**src/rtl/_shift_out32_pkg.sv**
```systemverilog
// Shared types and defaults for the 32-bit parallel-to-serial transmitter.
package _shift_out32_pkg;

  localparam int unsigned DefaultWidth = 32;

  typedef enum logic {
    StIdle  = 1'b0,
    StShift = 1'b1
  } state_e;

endpackage

```
**src/rtl/_shift_out32_bit_counter.sv**
```systemverilog
// Beat counter with clear, increment enable and last-position flag; shared with the receiver.
module _shift_out32_bit_counter #(
  parameter int unsigned WIDTH = 32
) (
  input  logic                     clk,
  input  logic                     reset,
  input  logic                     clr,
  input  logic                     inc,
  output logic [$clog2(WIDTH)-1:0] cnt,
  output logic                     is_last
);

  localparam int unsigned CntW = $clog2(WIDTH);

  logic [CntW-1:0] cnt_q, cnt_d;

  // Clear has priority so a last beat never wraps the count.
  always_comb begin
    cnt_d = cnt_q;
    if (clr) begin
      cnt_d = '0;
    end else if (inc) begin
      cnt_d = cnt_q + CntW'(1);
    end
  end

  always_ff @(posedge clk or posedge reset) begin
    if (reset) begin
      cnt_q <= '0;
    end else begin
      cnt_q <= cnt_d;
    end
  end

  assign cnt     = cnt_q;
  assign is_last = (cnt_q == CntW'(WIDTH - 1));

endmodule

```
**src/rtl/_shift_out32.sv**
```systemverilog
// Parallel-to-serial transmitter: loads a word on a valid/ready port and shifts it out
// one bit per accepted beat with first/last framing; back-to-back words stream gap-free.
module _shift_out32
  import _shift_out32_pkg::*;
#(
  parameter int unsigned WIDTH     = DefaultWidth,
  parameter bit          MSB_FIRST = 1'b1
) (
  input  logic             clk,
  input  logic             reset,
  input  logic             load_valid,
  output logic             load_ready,
  input  logic [WIDTH-1:0] load_data,
  output logic             sout,
  output logic             sout_valid,
  input  logic             sout_ready,
  output logic             sout_first,
  output logic             sout_last,
  output logic             busy
);

  localparam int unsigned CntW = $clog2(WIDTH);

  state_e           state_q, state_d;
  logic [WIDTH-1:0] shreg_q, shreg_d;
  logic [CntW-1:0]  cnt;
  logic             is_last;
  logic             beat;
  logic             load_acc;
  logic             cnt_clr;

  _shift_out32_bit_counter #(
    .WIDTH(WIDTH)
  ) u_bit_counter (
    .clk    (clk),
    .reset  (reset),
    .clr    (cnt_clr),
    .inc    (beat),
    .cnt    (cnt),
    .is_last(is_last)
  );

  always_ff @(posedge clk or posedge reset) begin
    if (reset) begin
      state_q <= StIdle;
    end else begin
      state_q <= state_d;
    end
  end

  always_comb begin
    state_d = state_q;
    unique case (state_q)
      StIdle: begin
        if (load_acc) state_d = StShift;
      end
      StShift: begin
        // A load on the last beat keeps the link busy with no idle cycle.
        if (beat && is_last && !load_acc) state_d = StIdle;
      end
      default: state_d = StIdle;
    endcase
  end

  always_comb begin
    sout_valid = (state_q == StShift);
    load_ready = !reset && ((state_q == StIdle) || (is_last && sout_ready));
    beat       = sout_valid && sout_ready;
    load_acc   = load_valid && load_ready;
    cnt_clr    = load_acc || (beat && is_last);
    sout_first = sout_valid && (cnt == '0);
    sout_last  = sout_valid && is_last;
    busy       = sout_valid;
  end

  always_comb begin
    shreg_d = shreg_q;
    if (load_acc) begin
      shreg_d = load_data;
    end else if (beat) begin
      shreg_d = MSB_FIRST ? {shreg_q[WIDTH-2:0], 1'b0} : {1'b0, shreg_q[WIDTH-1:1]};
    end
  end

  always_ff @(posedge clk or posedge reset) begin
    if (reset) begin
      shreg_q <= '0;
    end else begin
      shreg_q <= shreg_d;
    end
  end

  assign sout = MSB_FIRST ? shreg_q[WIDTH-1] : shreg_q[0];

endmodule

```
**config.mk**
```make
export PLATFORM = sky130hd
export DESIGN_NAME = _shift_out32
export DESIGN_NICKNAME = d
export VERILOG_FILES = /design/src/rtl/_shift_out32_pkg.sv /design/src/rtl/_shift_out32_bit_counter.sv /design/src/rtl/_shift_out32.sv
export SDC_FILE = /design/constraint.sdc
export NUM_CORES = 1
export LEC_CHECK = 0
export CAP_MARGIN = 20
export CORE_MARGIN = 10
export CORE_UTILIZATION = 35
export DETAILED_ROUTE_END_ITERATION = 8
export PLACE_DENSITY = 0.68
export SKIP_CTS_REPAIR_TIMING = 1
export SLEW_MARGIN = 20
export SYNTH_ARGS = -nofsm -noshare
export SYNTH_HDL_FRONTEND = slang
export SYNTH_SLANG_ARGS = --single-unit
```
**constraint.sdc**
```tcl
create_clock -name clk -period 2.7 [get_ports clk]
set_input_delay 0.54 -clock clk [delete_from_list [all_inputs] [get_ports clk]]
set_output_delay 0.54 -clock clk [all_outputs]
set_load 0.02 [all_outputs]
```
==> results.yml <==
worst_setup_path:
  r2r_cells: 8
  start_kind: "flop"
  worstSetupEndpointType: "output pin"
  cp_max_fo: 6
  cpMaxStageDelayCell: "clkdlybuf4s50_1"
  worstPathCellList: "inv_1 -> ha_1 -> nand2_1 -> nor4_1 -> clkdlybuf4s50_1"
  path_class: "reg -> out"
  cpPeakStageDelay_ps: 650
  cp_data_required_time_ps: 2160
  r2r_start: "u_bit_counter.cnt[1]"
  r2r_end: "shreg_q[11]"
  ff2ff_setup_slack_ps: 470
  crit_arrival_ps: 1800
place:
  hpwl_microns: 2538
  portBuffers: 41
  place.gp.congestion: 0.7083
  placed_area_sq_um: 2441
  placed_cells: 253
yosys:
  yosys_warnings: 0
  syn_area_sq_um: 1961
  synth-seq-area-share_pct: 48.50
  yosysTopAreaCellShare_pct: 48.50
  synth_edf_count: 0
  synth.distinct_cells: 27
  netlist_top_cells_area: "dfrtp_1 49%, mux2_2 36%, ha_1 1.9%, buf_6 1.7%, buf_4 1.1%"
  synthFlopType: "dfrtp_1"
  synth_top_cell_by_area: "dfrtp_1"
  avgSynthCellArea_sq_um: 13.52
  yosys_register_bits: 38
  syn-num-nets: 184
  async_flop_share_pct: 100.0
  synthCells: 145
timing:
  worst_pin_slew_ps: 475.2
  fmax_mhz: 427.5
  hold_violations: 0
  finalCritPeriodShare_pct: 86.63
  relSlewSlack_pct: 68.32
  min_period_ps: 2339
  final_max_slew_viol_count: 0
  rsz0062_at_grt: "false"
  setup_viol: 0
  clock_skew_ps: 6.154
  setup_tns_ps: 0
drt:
  routedWlPerCell_microns: 13.73
  first_pass_iters: 4
  drt_iter0_drc: 55
  vias: 1230
  finalWirelength_microns: 3597
  drc: 0
  viasPerCell: 4.695
  drtAntennaViolNets: 0
global_route:
  grt_max_degree: 39
  track_usage_pct: 8.608
  grt_pass1_vias: 1398
  grt_overflow: 0
  grt_first_pass_wirelength_microns: 6120
  antenna_found_initial: 0
die:
  rows: 27
  chipWidth_microns: 94.85
  die_y_microns: 94.85
  core_area_sq_um: 5473
  ios: 42
  start_util_pct: 35.83
  dieArea_sq_um: 8996
cts:
  clockBufferDepth: 2
  htree_levels: 2
  cts_tree: "built"
  insertion_delay_ps: 280
  cts_buffers: 5
  clk_pin_slew_ps: 70
  root_buffer: "clkbuf_8"
  clock_sinks: 38
finish:
  antennaDiodeCount: 0
  mostFrequentLayoutCells: "62 x mux2_2, 39 x clkdlybuf4s50_1, 37 x dfrtp_1, 5 x clkbuf_8"
  nFillCells: 533
  final_nets: 228
  drive_above_1_share_pct: 42.63
  multi_input_area_sq_um: 934.6
  layout_commonest_cell: "mux2_2"
  area_delta_synth_final_pct: 30.76
  stdcell_count: 262
  seqCellArea_sq_um: 952.2
  stdcell_area_sq_um: 2564
hold_path:
  worstHoldEndpoint: "shreg_q[0]"
  hp-class: "reg -> reg"
  holdPathStages: 2
  worstHoldStart: "shreg_q[0]"
run:
  drv_cap: 0
power_and_ir_drop:
  irDropWorstVdd_uv: 304.2
  p_leak_nw: 1.117
  cellPowerDensity_nw_per_um2: 843.4
  p_total_w: 0.002162
run_status:
  status: "complete, no violations"
==> synth_stat cells, drive strengths merged (2+ instances only) <==
cell / count
inv: 4
buf: 7
o21ai: 2
a21oi: 5
dfrtp: 38
ha: 3
nand2: 5
nor2: 3
nand4b: 2
mux2: 62
clkbuf: 2
==> final cells by class <==
| cell class | count | share of cell area, % |
|---|---|---|
| Multi-Input combinational cell | 94 | 36.46 |
| Clock buffer | 7 | 2.977 |
| Clock inverter | 1 | 1.171 |
| Sequential cell | 38 | 37.14 |
| Inverter | 4 | 0.5857 |
| Tap cell | 72 | 3.514 |
| Timing Repair Buffer | 46 | 18.16 |
==> per-layer routing <==
metal  up-vias  GRT usage (%)  share of wire, %
li1        606              -                 -
met1       588          9.057                43
met2        34          14.82                50
met3         2          3.331               6.6
met4         0          4.115               1.1
met5         -              0                 0
==> cells by family after synthesis <==
kind of cell,share of synthesized area [%]
simple gates,6.318
buf+inv,4.275
flops,48.50
fa+ha+maj,1.915
mux,36.12
compound gates,2.872
==> sequential cells by signal (all words and copies together) (netlist names) <==
| register | count |
|---|---|
| shreg_q | 32 |
| busy | 1 |
| u_bit_counter.cnt | 5 |
==> where the power goes <==
part / leakage [nW] / total (W) / switching, W / internal [W]
combinational: 0.595 / 0.000744 / 0.000239 / 0.000504
clock: 0.0524 / 0.000458 / 0.000182 / 0.000276
sequential: 0.470 / 0.000960 / 0.000138 / 0.000822
==> worst max-delay path by stage <==
stage / startpoint / to / slack (ps) / cells after the start
6_report: u_bit_counter.cnt[0] / sout_first / 360 / 5
3_3_place_gp: u_bit_counter.cnt[0] / load_ready / 220 / 6
3_5_place_dp: u_bit_counter.cnt[0] / load_ready / 180 / 6
4_1_cts: u_bit_counter.cnt[0] / load_ready / -140 / 6
2_1_floorplan: u_bit_counter.cnt[0] / shreg_q[23] / 640 / 8
5_1_grt: u_bit_counter.cnt[0] / sout_first / 200 / 5
==> metrics by stage <==
step                      setup WS (ps)  utilization [%]  hold WS (ps)
final                             360.9            46.85         535.6
after global routing              198.0            46.85         586.9
after CTS                        -139.5            46.55         537.8
after detailed placement          180.7            44.60         520.0
after global placement            223.1            44.60         517.7
after floorplan                   644.7                -         497.0
==> worst max-delay path: cells and delay by family (launching register included) <==
family	cells	cell delay [ps]
buffers and inverters	2	710
DFF	1	440
and+or+nand+nor	2	230
adders and majority gates	1	130
Note: power is estimated with default switching activity, not from simulation.
